==> config.mk <==
export PLATFORM = sky130hd
export DESIGN_NAME = pc_sequencer
export DESIGN_NICKNAME = d
export VERILOG_FILES = /design/src/rtl/nisc_pkg.sv /design/src/rtl/ret_stack.sv /design/src/rtl/pc_sequencer.sv
export SDC_FILE = /design/constraint.sdc
export NUM_CORES = 1
export LEC_CHECK = 0
export BUFFER_PORTS_ARGS = -buffer_cell sky130_fd_sc_hd__buf_2
export CAP_MARGIN = 15
export CORE_MARGIN = 1.5
export CORE_UTILIZATION = 50
export DETAILED_ROUTE_END_ITERATION = 8
export PLACE_DENSITY = 0.81
export SLEW_MARGIN = 20
export SYNTH_ARGS = -nofsm -noshare
export SYNTH_HDL_FRONTEND = slang
export SYNTH_SLANG_ARGS = --single-unit
==> constraint.sdc <==
create_clock -name clock -period 6.7 [get_ports clock]
set_clock_uncertainty 0.1 [all_clocks]
set_input_delay 1.34 -clock clock [delete_from_list [all_inputs] [get_ports clock]]
set_output_delay 1.34 -clock clock [all_outputs]
set_load 0.02 [all_outputs]
==> src/rtl/nisc_pkg.sv <==
// Shared types for the NISC datapath: sequencer states and next-pc source selects.
package nisc_pkg;

    localparam int DEFAULT_PC_W = 8;

    typedef enum logic [1:0] {
        RUN   = 2'd0,
        FLUSH = 2'd1,
        HALT  = 2'd2
    } seq_state_t;

    typedef enum logic [1:0] {
        SRC_INC    = 2'd0,
        SRC_TARGET = 2'd1,
        SRC_POP    = 2'd2,
        SRC_HOLD   = 2'd3
    } pc_src_t;

endpackage

==> src/rtl/ret_stack.sv <==
// Small LIFO of return addresses; entry 0 is always the top of stack.
module ret_stack #(
    parameter int W     = 8,
    parameter int DEPTH = 4
) (
    input  logic         clock,
    input  logic         reset,
    input  logic         i_push,
    input  logic         i_pop,
    input  logic [W-1:0] i_data,
    output logic [W-1:0] o_top,
    output logic         o_full,
    output logic         o_empty
);
    localparam int CW = $clog2(DEPTH + 1);

    logic [W-1:0]  r_mem      [DEPTH];
    logic [W-1:0]  w_mem_next [DEPTH];
    logic [CW-1:0] r_count;
    logic          w_do_push;
    logic          w_do_pop;

    assign o_full    = (r_count == CW'(DEPTH));
    assign o_empty   = (r_count == '0);
    assign o_top     = r_mem[0];
    assign w_do_pop  = i_pop && !o_empty;
    assign w_do_push = i_push && !o_full && !i_pop;

    // Push shifts every entry one slot deeper, pop shifts them one slot up.
    genvar gi;
    generate
        for (gi = 0; gi < DEPTH; gi++) begin : g_entry
            if (gi == 0) begin : g_top
                assign w_mem_next[gi] = w_do_push ? i_data : r_mem[gi+1];
            end else if (gi == DEPTH - 1) begin : g_bottom
                assign w_mem_next[gi] = w_do_push ? r_mem[gi-1] : '0;
            end else begin : g_mid
                assign w_mem_next[gi] = w_do_push ? r_mem[gi-1] : r_mem[gi+1];
            end
        end
    endgenerate

    always_ff @(posedge clock) begin
        if (reset) begin
            r_count <= '0;
            for (int i = 0; i < DEPTH; i++) r_mem[i] <= '0;
        end else if (w_do_push) begin
            r_count <= r_count + CW'(1);
            r_mem   <= w_mem_next;
        end else if (w_do_pop) begin
            r_count <= r_count - CW'(1);
            r_mem   <= w_mem_next;
        end
    end

endmodule

==> src/rtl/pc_sequencer.sv <==
// Program-counter stage: picks the next fetch address, owns the return stack
// error flag and raises a one-cycle flush after every redirect.
module pc_sequencer
    import nisc_pkg::*;
#(
    parameter int PC_W        = DEFAULT_PC_W,
    parameter int STACK_DEPTH = 4,
    parameter int RESET_PC    = 0
) (
    input  logic            clock,
    input  logic            reset,
    input  logic            stall,
    input  logic            halt,
    input  logic            resume,
    input  logic            br_en,
    input  logic            br_inv,
    input  logic            cmp_result,
    input  logic            jmp,
    input  logic            call,
    input  logic            ret,
    input  logic [PC_W-1:0] target,
    output logic [PC_W-1:0] pc,
    output logic            flush,
    output logic            halted,
    output logic            stack_err
);
    seq_state_t      r_state;
    seq_state_t      w_state_next;
    pc_src_t         w_src;
    logic [PC_W-1:0] r_pc;
    logic [PC_W-1:0] w_pc_next;
    logic [PC_W-1:0] w_pc_inc;
    logic [PC_W-1:0] w_stack_top;
    logic            r_stack_err;
    logic            w_err_set;
    logic            w_push;
    logic            w_pop;
    logic            w_full;
    logic            w_empty;
    logic            w_taken;

    assign w_pc_inc = r_pc + PC_W'(1);
    assign w_taken  = br_en && (cmp_result ^ br_inv);

    ret_stack #(
        .W     (PC_W),
        .DEPTH (STACK_DEPTH)
    ) u_ret_stack (
        .clock   (clock),
        .reset   (reset),
        .i_push  (w_push),
        .i_pop   (w_pop),
        .i_data  (w_pc_inc),
        .o_top   (w_stack_top),
        .o_full  (w_full),
        .o_empty (w_empty)
    );

    always_ff @(posedge clock) begin
        if (reset) begin
            r_state     <= RUN;
            r_pc        <= PC_W'(RESET_PC);
            r_stack_err <= 1'b0;
        end else begin
            r_state <= w_state_next;
            r_pc    <= w_pc_next;
            if (w_err_set) r_stack_err <= 1'b1;
        end
    end

    // Defaults hold everything, which is exactly the stall behaviour.
    always_comb begin
        w_state_next = r_state;
        w_src        = SRC_HOLD;
        w_push       = 1'b0;
        w_pop        = 1'b0;
        w_err_set    = 1'b0;
        if (!stall) begin
            case (r_state)
                RUN: begin
                    if (halt) begin
                        w_state_next = HALT;
                    end else if (ret && !w_empty) begin
                        w_src        = SRC_POP;
                        w_pop        = 1'b1;
                        w_state_next = FLUSH;
                    end else if (ret) begin
                        w_err_set = 1'b1;
                        w_src     = SRC_INC;
                    end else if (call) begin
                        w_push       = !w_full;
                        w_err_set    = w_full;
                        w_src        = SRC_TARGET;
                        w_state_next = FLUSH;
                    end else if (jmp || w_taken) begin
                        w_src        = SRC_TARGET;
                        w_state_next = FLUSH;
                    end else begin
                        w_src = SRC_INC;
                    end
                end
                FLUSH: begin
                    if (halt) begin
                        w_state_next = HALT;
                    end else begin
                        w_src        = SRC_INC;
                        w_state_next = RUN;
                    end
                end
                HALT: begin
                    if (resume) w_state_next = RUN;
                end
                default: w_state_next = RUN;
            endcase
        end

        case (w_src)
            SRC_INC:    w_pc_next = w_pc_inc;
            SRC_TARGET: w_pc_next = target;
            SRC_POP:    w_pc_next = w_stack_top;
            default:    w_pc_next = r_pc;
        endcase
    end

    always_comb begin
        flush  = (r_state == FLUSH);
        halted = (r_state == HALT);
    end

    assign pc        = r_pc;
    assign stack_err = r_stack_err;

endmodule

==> results.md, run 1 <==
- The final critical-path share of the clock period is 50.4%.
- The critical path endpoint category is a register.
- The number of port buffers is 29.
- The final number of hold-violating endpoints is 0.
- The number of buffers and inverters on the critical path is 3.
- The remaining antenna violation count after routing is 0.
- The first-pass GRT wire length is 8.30 mm.
- The ratio of routed vias to standard cells is 6.17.
- The effective utilization at floorplan is 52.7%.
- Data on the critical path arrives at its endpoint at 3.47 ns.
- The fraction of final layout cells sized beyond drive strength 1 is 15.7%.
- The cell area after synthesis is 0.00232 mm^2.
- The tree built by TritonCTS fans out to 46 sinks.
- The multi-input combinational cells in the finished layout cover a total of 0.00123 mm^2.
- Detailed placement finished with a half-perimeter wire length of 3.31 mm.
- The clock reaches the later pin of the worst-skew pair after 0.30 ns.
- The number of nets in the synthesized netlist is 302.
- Synthesis instantiated 47 different standard cells from the library.
- Of the total power, the clock network draws 41.1%.
- The final weighted congestion in routability-driven placement is 0.836.
- Setup violations remaining at the end of the flow were counted as 0.
- The switching share of total power is 24.2%.
- Setup repair after global routing left no endpoint under its margin.
- The post-synthesis register bit count is 46.
- For this run the aggregate overflow at the end of global routing stands at 0.
- The net switching power is 149 uW.
- IR analysis of the VDD net gives a maximum drop of 0.0977 mV.
- Across all hold checks on the routed design, the worst slack comes to 0.369 ns.
- The run finished with clean final reports.
- The floorplan step defined a die boundary enclosing 0.00507 mm^2.
- Setup total negative slack on the finished layout was measured at 0 ns.
- Compared with the post-synthesis result, the final layout area differs by 9.96%.
- Of all nets on the critical path, the largest fanout is 36.
- The static leakage is 0.896 nW.
- Entering global routing, the biggest net connects 52 pins.
- The number of iterations in the first detailed-routing pass is 4.
- For this block, the via count after detailed routing is 2129.
- The worst hold path belongs to the class reg -> reg.
- Cell internal power was estimated by the tool at 468 uW.
- In this run, the number of DRC markers left after iteration 0 of detailed routing was 160.
- The count of cells resized by post-cts repair is 0.
- In the final layout, flip-flops and latches occupy 921 um^2.
- The part of the Yosys area used for sequential elements is 39.6%.
- TritonCTS built the clock tree.
- The number of global-route vias before repair is 1840.
- The width of the die is 71.2 um.
- The top-level I/O count is 30.
- After detailed routing, the average wire length per cell comes to 14.8 um.
- The actual transition at the worst max-transition pin is 1.05 ns.
- Hold repair after CTS inserted 0 buffers.
- After detailed routing, the total wire length is 5.10 mm.
- The floorplan has 24 rows.
- In this run the power density over the cells is 241 mW/mm^2.
- The number of buffers between clock root and the deepest sink is 2.
- The CTS buffer count is 5.
- Buffers added to address setup during post-CTS repair amount to 0.
- The worst path needs 3.38 ns of the cycle, external delays included.
- The root buffer cell is clkbuf_8.
- The number of pins exceeding their max-slew limit in the final report is 0.
- The Yosys step of the flow raised 0 warnings.
- The sequential share of power is 46.7%.
- The proportion of synthesized flip-flops having asynchronous set or reset is 0%.
- The data required time at the worst endpoint is 6.79 ns.
- CTS built an H-tree with a depth of 2.
- The number of inserted filler cells in the final layout is 391.
- The count of flip-flops with a built-in enable after synthesis is 0.
- In this design, the largest share of critical-path delay is due to buffers and inverters.
- The prevailing post-synth register cell is dfxtp_1.
- The critical path in this run is classified as in -> reg.
- The signal on the critical path passes through buf_2 > or4_4 > a211o_1 > buf_4 > clkinv_8 > fa_1 > mux2i_2 > mux2_4.
- The area of the core is 0.00441 mm^2.
- Combinational logic is responsible for 12.2% of the overall power.
- Based on the critical path, the design can be clocked at up to 296 MHz.
- Measured along the y axis, the die boundary spans 71.2 um.
- On the worst path, the slowest cell contributes a delay of 0.50 ns.
- For this run, the post-layout net count is 316.
- In this run the tightest slew margin relative to its limit is 29.9%.
- The register clock-pin slew on the reported worst setup and hold paths is 0.09 ns.
- The number of antenna violations at the first check in global routing is 0.
- The number of antenna diodes is 0.
- The DRC violation count after routing is 0.
- Global routing consumed, over all layers together, 20.1% of the routing resources.
- The count of max-cap constraint violations is 0.
- The most common library cell in the layout ignoring fill and taps is dfxtp_1.
- The critical path launch point type is a primary input.
- In the layout the commonest cells are 46 x dfxtp_1, 35 x nand3_1, 35 x a21oi_1.
- Dividing the synthesized area by the synthesized cell count gives 8.36 um^2.
- The cell with the biggest individual delay on the critical path is or4_4.
- The post-synthesis cell count is 278.
==> final cells by class <==
type	instances	area share [%]
well taps	52	2.55
clock buffers	6	3.23
repair buffers	30	5.97
clock inverters	2	2.35
multi-input cells	201	48.2
flip-flops and latches	46	36.0
inverters	8	1.66
==> cells in the mapped netlist (5+ instances only) <==
| master | count | area (um^2) |
|---|---|---|
| nor2_1 | 8 | 30.0 |
| nor2b_1 | 5 | 31.3 |
| a22oi_1 | 21 | 158 |
| nand2_1 | 24 | 90.1 |
| nand3_1 | 35 | 175 |
| dfxtp_1 | 46 | 921 |
| a21oi_1 | 35 | 175 |
| inv_1 | 7 | 26.3 |
| clkbuf_1 | 13 | 48.8 |
| a31oi_1 | 5 | 31.3 |
| buf_6 | 5 | 56.3 |
| nor3_1 | 11 | 55.1 |
==> per-stage QoR <==
step                total power, mW  worst slack, ns  cells  util (%)  instance area [um^2]
finish                        0.617             3.32    345      57.9                  2560
global route                  0.639             3.22    345      57.9                  2560
CTS                           0.620             3.34    345      57.9                  2560
detailed placement            0.368             3.02    337      54.7                  2410
global placement              0.366             3.05    337      54.7                  2410
floorplan                     0.348             3.35    278         -                  2320
==> power by group through the flow <==
stage / Clock (mW) / Combinational [mW] / Sequential [mW]
after detailed placement: 0 / 0.0738 / 0.294
after floorplan: 0 / 0.0516 / 0.297
after CTS: 0.258 / 0.0741 / 0.288
after global routing: 0.268 / 0.0824 / 0.289
final: 0.254 / 0.0751 / 0.288
after global placement: 0 / 0.0724 / 0.294
==> sequential cells by signal (all words and copies together), names as in the netlist <==
name and count:
u_ret_stack.r_count 3, stack_err 1, u_ret_stack.o_top 8, pc 8, u_ret_stack.r_mem 24, r_state 2
==> metal layers <==
layer,wire length (um),vias to the layer above,global-route usage [%]
met5,0,-,0
met4,65,0,9.22
met3,276,6,3.70
met2,2340,61,31.4
met1,2410,1011,27.0
li1,-,1051,-
==> logic make-up (layout without fill, tap and decap cells) <==
logic type                 count (synthesis)  in the layout  share of synthesized area (%)
AOI/OAI and AO/OA                         93             93                           26.2
xor gates and xnor gates                   4              4                           1.51
adders and majority gates                  5              5                           3.01
buffers and inverters                     31             46                           7.37
DFF                                       46             46                           39.6
muxes                                      5              5                           2.53
and+or+nand+nor                           94             94                           19.8
==> final timing paths <==
kind                                             start                      to  slack (ns)  cells after the start
worst min-delay path              u_ret_stack.r_mem[4]    u_ret_stack.r_mem[4]        0.37                      2
worst min register to register    u_ret_stack.r_mem[4]    u_ret_stack.r_mem[4]        0.37                      2
worst max register to register  u_ret_stack.r_count[2]                   pc[7]        4.03                      6
worst max-delay path                              halt  u_ret_stack.r_count[2]        3.32                      8
==> worst min-delay path, cell delays in order (launching register included) <==
cell and delay, ns:
dfxtp_1 0.32, nand3_1 0.06, a21oi_1 0.05
Power figures use the tool's default switching activity.
==> run 2: changes to the inputs <==
--- a/config.mk
+++ b/config.mk
@@ -10,7 +10,7 @@
 export CORE_MARGIN = 1.5
 export CORE_UTILIZATION = 50
 export DETAILED_ROUTE_END_ITERATION = 8
-export PLACE_DENSITY = 0.81
+export PLACE_DENSITY = 0.83
 export SLEW_MARGIN = 20
 export SYNTH_ARGS = -nofsm -noshare
 export SYNTH_HDL_FRONTEND = slang
==> constraint.sdc (replaced) <==
create_clock -name clock -period 2.8 [get_ports clock]
set_clock_uncertainty 0.1 [all_clocks]
set_input_delay 0.56 -clock clock [delete_from_list [all_inputs] [get_ports clock]]
set_output_delay 0.56 -clock clock [all_outputs]
set_load 0.02 [all_outputs]
==> results.md, run 2 (synthesized netlist as in run 1, its figures left out) <==
- The pin count of the biggest net entering global routing is 52.
- The width of the die is 71.2 um.
- The number of nets in the layout is 321.
- The worst ir drop on vdd is 0.216 mV.
- The remaining antenna violation count after routing is 0.
- The library cell used most frequently in the layout, excluding fill and tap cells, is dfxtp_1.
- The static leakage is 0.901 nW.
- The maximum cell stage delay along the critical path is 0.54 ns.
- STA classifies the critical path endpoint as a register.
- The number of port buffers is 29.
- The area added between synthesis and finish is 10.2%.
- In the layout the commonest cells are 46 x dfxtp_1, 35 x nand3_1, 35 x a21oi_1.
- The total number of vias is 2165.
- The multi-input combinational cells in the finished layout cover a total of 0.00123 mm^2.
- The worst setup path is launched from a register.
- After detailed routing, the number of vias per cell comes to 6.19.
- The longest clock path from root to sink contains 2 buffers.
- The number of hold buffers added after CTS is 0.
- Power spread over the standard cell area amounts to 533 mW/mm^2.
- The final number of hold-violating endpoints is 0.
- The final critical-path share of the clock period is 92.4%.
- The number of global-route vias before repair came to 1912.
- 0 antenna diodes ended up in the layout.
- The number of inserted filler cells in the final layout is 400.
- The achievable clock frequency is 386 MHz.
- Wires add up to 5.23 mm.
- Setup violations remaining at the end of the flow were counted as 0.
- CTS placed an instance of clkbuf_8 at the clock tree root.
- The kind of cell adding the most delay to the critical path is compound AO/OA/AOI/OAI gates.
- The buffering stage count on the worst path with inverters included is 1.
- The flow ran to the end, and the final reports show no timing, DRC or antenna violations.
- Routability-driven placement finished with a final weighted congestion of 0.935.
- Clock tree synthesis inserted a total of 5 buffers.
- Among all stages on the critical path, the largest delay is contributed by ha_1.
- After the first detailed-routing iteration, the DRC count stood at 142.
- The fraction of final layout cells sized beyond drive strength 1 is 16.8%.
- The power after layout is 1.37 mW.
- The number of sinks driven by the clock tree is 46.
- The data required time at the worst endpoint is 2.85 ns.
- The floorplan step defined a die boundary enclosing 0.00507 mm^2.
- The total global routing track utilization is 21.2%.
- The register clock-pin slew on the reported worst setup and hold paths is 0.08 ns.
- In this run the number of H-tree levels came out at 2.
- The floorplan has 24 rows.
- 30 I/O pins were placed.
- The number of pins exceeding their max-slew limit in the final report came to 0.
- The pre-antenna-repair detailed-routing pass consisted of 5 iterations.
- The tool flagged a number of max-cap violations equal to 0.
- Setup repair after global routing left no endpoint under its margin.
- The DRC violation count after routing is 0.
- The flip-flop and latch area is 921 um^2.
- The half-perimeter wire length of the detailed placement result is 3.48 mm.
- The first global-routing pass estimated 8.70 mm of wire.
- The die height is 71.2 um.
- The summed negative setup slack over all endpoints is 0 ns.
- The time the final worst path needs with I/O delays and setup is 2.59 ns.
- For the pin with the worst max-slew slack, the measured transition is 0.858 ns.
- The post-CTS setup repair buffer count is 0.
- In this run the worst path has a maximum fanout of 11.
- The signal on the critical path passes through o31ai_1 > o21ai_0 > ha_1 > inv_1 > o311ai_0 > a21oi_1.
- The register with the most flip-flops is u_ret_stack.r_mem.
- The number of antenna violations at the first check in global routing is 0.
- The clock network latency to the later pin of the worst-skew pair is 0.31 ns.
- The number of gates resized after CTS was 0.
- The area of the core is 0.00441 mm^2.
- Data arrives at the worst endpoint at 2.64 ns.
- The worst slew margin relative to its limit is 42.8%.
- The worst setup path is of the reg -> reg kind.
- For this configuration, the core starts out at a cell density of 52.7%.
- The residual overflow from global routing is 0.
- The clock tree from TritonCTS is yes.
- In this run the worst hold path is classified as reg -> reg.
- The average routed wire per standard cell is 14.9 um.
- The register with the most flip-flops in the layout has 24 of them.
[run 2: layer usage]
layer | vias up | GRT usage (%) | part of all wire (%)
met5 | - | 0 | 0
li1 | 1065 | - | -
met3 | 7 | 5.27 | 4.2
met1 | 1046 | 27.3 | 46
met2 | 47 | 33.6 | 49
met4 | 0 | 9.43 | 1.4
[run 2: final timing paths]
| check | slack, ns | startpoint | cells after the start | to |
|---|---|---|---|---|
| worst max-delay path | 0.21 | u_ret_stack.r_count[2] | 6 | pc[7] |
| worst min-delay path | 0.37 | u_ret_stack.r_mem[3] | 2 | u_ret_stack.r_mem[3] |
| worst max register to register | 0.21 | u_ret_stack.r_count[2] | 6 | pc[7] |
| worst min register to register | 0.37 | u_ret_stack.r_mem[3] | 2 | u_ret_stack.r_mem[3] |
[run 2: worst min-delay path: stages, from the launching register on]
cell and delay [ns]:
dfxtp_1 0.31, nand3_1 0.06, a21oi_1 0.06
[run 2: stage by stage]
step	cell area (um^2)	setup slack, ns	std cells	utilization [%]	hold WS, ns
after global placement	2450	0.200	342	55.5	0.344
after CTS	2560	0.226	350	58.0	0.372
final	2560	0.212	350	58.0	0.370
after detailed placement	2450	0.168	342	55.5	0.359
after floorplan	2320	0.232	278	-	0.345
after global routing	2560	0.000152	350	58.0	0.390
[run 2: area by class of cell]
type	count	share of cell area (%)
sequential	46	36.0
clock inverter	2	1.47
multi-input combinational	201	48.1
timing repair buffer	35	7.43
clock buffer	6	2.83
tap	52	2.54
inverter	8	1.66
[run 2: where the power goes]
group | total, mW | internal [mW] | switching, mW
clock network | 0.494 | 0.266 | 0.228
registers | 0.689 | 0.669 | 0.0201
logic | 0.183 | 0.0727 | 0.110
==> run 3: changes to the inputs <==
--- a/config.mk
+++ b/config.mk
@@ -5,12 +5,15 @@
 export SDC_FILE = /design/constraint.sdc
 export NUM_CORES = 1
 export LEC_CHECK = 0
+export ABC_AREA = 1
 export BUFFER_PORTS_ARGS = -buffer_cell sky130_fd_sc_hd__buf_2
 export CAP_MARGIN = 15
+export CELL_PAD_IN_SITES_DETAIL_PLACEMENT = 1
+export CELL_PAD_IN_SITES_GLOBAL_PLACEMENT = 1
 export CORE_MARGIN = 1.5
-export CORE_UTILIZATION = 50
+export CORE_UTILIZATION = 37
 export DETAILED_ROUTE_END_ITERATION = 8
-export PLACE_DENSITY = 0.83
+export PLACE_DENSITY_LB_ADDON = 0.3
 export SLEW_MARGIN = 20
 export SYNTH_ARGS = -nofsm -noshare
 export SYNTH_HDL_FRONTEND = slang
==> results.md, run 3 <==
- The run finished with clean final reports.
- The detailed router finished its first iteration with 96 violations.
- The uppermost metal layer occupied by signal nets is met4.
- The clock tree from TritonCTS is yes.
- Setup repair after global routing left no endpoint under its margin.
- The worst hold path passes through 2 cells.
- The top cell types in the final layout, fill and taps aside, are 98 x nand2_1, 59 x nor2_1, 48 x inv_1.
- The die height is 86.7 um.
- Entering global routing, the biggest net connects 33 pins.
- The finished layout cell area is 0.00289 mm^2.
- The met2 wire length is 3.43 mm.
- During synthesis, Yosys emitted a total of 0 warnings.
- The region available for standard cell placement spans 0.00679 mm^2.
- Summed over all instances, the cell type with the most area after synthesis is dfxtp_1.
- The net switching power is 463 uW.
- The area fraction of the dominant cell type after synthesis is 35.5%.
- The area added between synthesis and finish is 11.5%.
- The portion of netlist area occupied by mux cells is 0%.
- The top-level I/O count is 30.
- The cell row count is 30.
- After detailed placement, the total cell area comes to 0.00280 mm^2.
- In this run, placement finished with an instance count of 516.
- STA classifies the critical path startpoint as a register.
- Among the stages of the critical path, the cell type that occurs most often is nand2_1.
- The number of antenna diodes in the final layout is 0.
- The number of antenna violations at the first check in global routing is 0.
- After clock tree synthesis, the clock-pin slew on the worst setup and hold paths is 0.09 ns.
- The number of nets handed over by synthesis was 427.
- The end of the worst hold path is stack_err.
- The proportion of synthesized flip-flops having asynchronous set or reset is 0%.
- The count of unique library cells instantiated by Yosys is 32.
- The power after layout is 1.41 mW.
- The fraction of final layout cells sized beyond drive strength 1 is 13.1%.
- The final number of hold-violating endpoints was 0.
- The total number of vias is 2561.
- The share of the Yosys chip area taken by registers is 35.5%.
- The effective utilization at floorplan is 38.1%.
- The final critical path takes up 71.3% of the cycle.
- In this run, post-CTS repair resized a total of 0 instances.
- The worst slew margin relative to its limit is 68.2%.
- In this run the critical register-to-register path is launched from u_ret_stack.r_count[2].
- The floorplan step set the die width to 86.7 um.
- The prevailing post-synth register cell is dfxtp_1.
- The power per unit of standard cell area is 488 mW/mm^2.
- After detailed routing, the average wire length per cell comes to 13.2 um.
- Setup total negative slack on the finished layout was measured at 0 ns.
- The share of total power dissipated in sequential elements is 50.4%.
- The number of iterations in the first detailed-routing pass is 4.
- The root buffer cell is clkbuf_8.
- Summed over all cells, the static leakage comes to 1.19 nW.
- The number of buffers between clock root and the deepest sink is 2.
- The post-synthesis cell count is 403.
- The worst path arrival time is 2.10 ns.
- In this design, the stage delay of the slowest critical-path cell is 0.36 ns.
- The number of cells on the worst reg-to-reg path is 12.
- The worst register-to-register path ends at pc[2].
- The clock network latency to the later pin of the worst-skew pair is 0.31 ns.
- The count of max-cap constraint violations is 0.
- The largest family of logic cells by synthesized area is simple AND/OR/NAND/NOR gates.
- The number of pins exceeding their max-slew limit in the final report is 0.
- In this run the most critical hold path is launched from stack_err.
- The worst setup path is captured at a register.
- The cell area that synthesis handed to floorplanning was 0.00259 mm^2.
- The count of flip-flops with a built-in enable after synthesis is 0.
- The most frequently used cell type in the post-synthesis netlist is nand2_1.
- Clock tree synthesis inserted a total of 5 buffers.
- Each instance of the synthesized netlist takes up on average 6.43 um^2.
- The xor/xnor cell area share of the yosys netlist is 0.676%.
- The flip-flop count of the largest register, all copies and words added is 24.
- The internal power of the cells totals 948 uW.
- The residual overflow from global routing is 0.
- More flip-flops sit in one register than any other, and that register is u_ret_stack.r_mem.
- The remaining antenna violation count after routing is 0.
- The switching share of total power is 32.8%.
- Of the total synthesized cell area, the portion taken by full adders, half adders and majority gates is 2.70%.
- Ranked by total cell area, the synthesized netlist is headed by dfxtp_1 36%, nand2_1 14%, nor2_1 8.5%.
- For this run, the post-layout net count is 451.
- Detailed placement finished with a half-perimeter wire length of 5.10 mm.
- Setup violations remaining at the end of the flow were counted as 0.
- The post-synthesis register bit count is 46.
- The post-CTS setup repair buffer count is 0.
- Global routing used 19.7% of the available tracks.
- The maximum net fanout on the critical path is 8.
- The first global-routing pass estimated 11.6 mm of wire.
- The fraction of power consumed by the clock network is 29.5%.
- The data required time at the worst endpoint is 2.91 ns.
- Clock tree synthesis found a total of 46 sinks.
- The critical path goes through inv_1 > a21oi_4 > nand2_1 > nand2_1 > inv_1 > ha_1 > nand2_1 > nand2_1 > a21oi_1 > o21ai_0 > o211ai_1 > inv_1.
- The number of global-route vias before repair is 2489.
- The worst ir drop on vdd is 0.152 mV.
- The worst setup slack for register-to-register paths is 0.80 ns.
- Excluding fillers, the count of instances in the completed layout stands at 524.
- The setup path with the least slack is of type reg -> reg.
- The library cell used most frequently in the layout, excluding fill and tap cells, is nand2_1.
- At the end of routability-driven placement, the weighted congestion stood at 0.763.
- The worst hold path belongs to the class reg -> reg.
- The final wirelength is 6.89 mm.
- The time the final worst path needs with I/O delays and setup is 2.00 ns.
- The number of port buffers is 29.
- Summing the areas of all compound-gate instances in the mapped netlist gives 14.1% of the synthesized area.
- The DRC violation count after routing is 0.
- The CTS H-tree depth is 2.
- The commonest cells after synthesis are 98 x nand2_1, 59 x nor2_1, 48 x inv_1.
- The floorplan step defined a die boundary enclosing 0.00751 mm^2.
- For the pin with the worst max-slew slack, the measured transition is 0.476 ns.
- The routed length on met3 is 109 um.
- Per report_power, the combinational group accounts for 20.0% of the total.
- After Yosys synthesis, and, or, nand and nor cells account for 35.2% of the synthesized area.
- In the final routing, the length of wire on met1 measures 3.25 mm.
- Using the TritonRoute via totals, the vias-per-cell ratio works out to 4.89.
- The largest individual stage delay along the critical path comes from the cell dfxtp_1.
- The number of hold buffers added after CTS was 0.
- Static timing analysis puts the maximum clock frequency at 501 MHz.
-- run 3: cell count changes after synthesis, moves of 8 or more --
cell     previous run  this run
a21oi_1            35        43
a22oi_1            21         0
inv_1               7        48
nand2_1            24        98
nor2_1              8        59
nor3_1             11         0
o21ai_0             4        17
-- run 3: cells by family (layout without fill, tap and decap cells) --
logic type,after synthesis,in the layout
DFF,46,46
buffers and inverters,72,97
adders and majority gates,5,5
and+or+nand+nor,210,210
AOI/OAI and AO/OA,68,68
xor gates and xnor gates,2,2
-- run 3: final cells by class --
class                           count  area [um^2]
Timing Repair Buffer               37          205
Multi-Input combinational cell    285         1360
Sequential cell                    46          921
Clock inverter                      2         13.8
Inverter                           52          195
Fill cell                         946         3900
Clock buffer                        6         72.6
Tap cell                           96          120
-- run 3: critical path, delay by kind of cell (launching register included) --
family	cells	cell delay [ns]
AO/OA/AOI/OAI	4	0.61
adder cells (fa/ha/maj)	1	0.27
buffers and inverters	3	0.22
flip-flops	1	0.36
AND/OR/NAND/NOR	4	0.34
-- run 3: stage by stage --
stage	worst slack (ns)	hold slack, ns	utilization, %
3_3_place_gp	0.534	0.348	41.3
5_1_grt	0.589	0.394	42.5
3_5_place_dp	0.478	0.353	41.3
4_1_cts	0.798	0.373	42.5
2_1_floorplan	0.628	0.339	-
6_report	0.805	0.366	42.5
-- run 3: layer usage --
| metal | vias up | global-route usage [%] |
|---|---|---|
| met5 | - | 0 |
| met4 | 0 | 5.43 |
| met3 | 9 | 3.24 |
| met2 | 22 | 34.4 |
| met1 | 1208 | 25.0 |
| li1 | 1322 | - |
-- run 3: worst max-delay path by stage --
stage,cells past startpoint,end,startpoint
2_1_floorplan,9,pc[2],halt
3_3_place_gp,14,pc[2],cmp_result
3_5_place_dp,13,pc[2],cmp_result
4_1_cts,12,pc[2],u_ret_stack.r_count[2]
5_1_grt,12,pc[2],u_ret_stack.r_count[2]
6_report,12,pc[2],u_ret_stack.r_count[2]
-- run 3: power groups by stage --
stage | Combinational (mW) | Clock [mW] | Sequential [mW]
finish | 0.282 | 0.417 | 0.712
global route | 0.320 | 0.460 | 0.717
CTS | 0.286 | 0.430 | 0.713
detailed placement | 0.284 | 0 | 0.728
global placement | 0.280 | 0 | 0.726
floorplan | 0.172 | 0 | 0.744
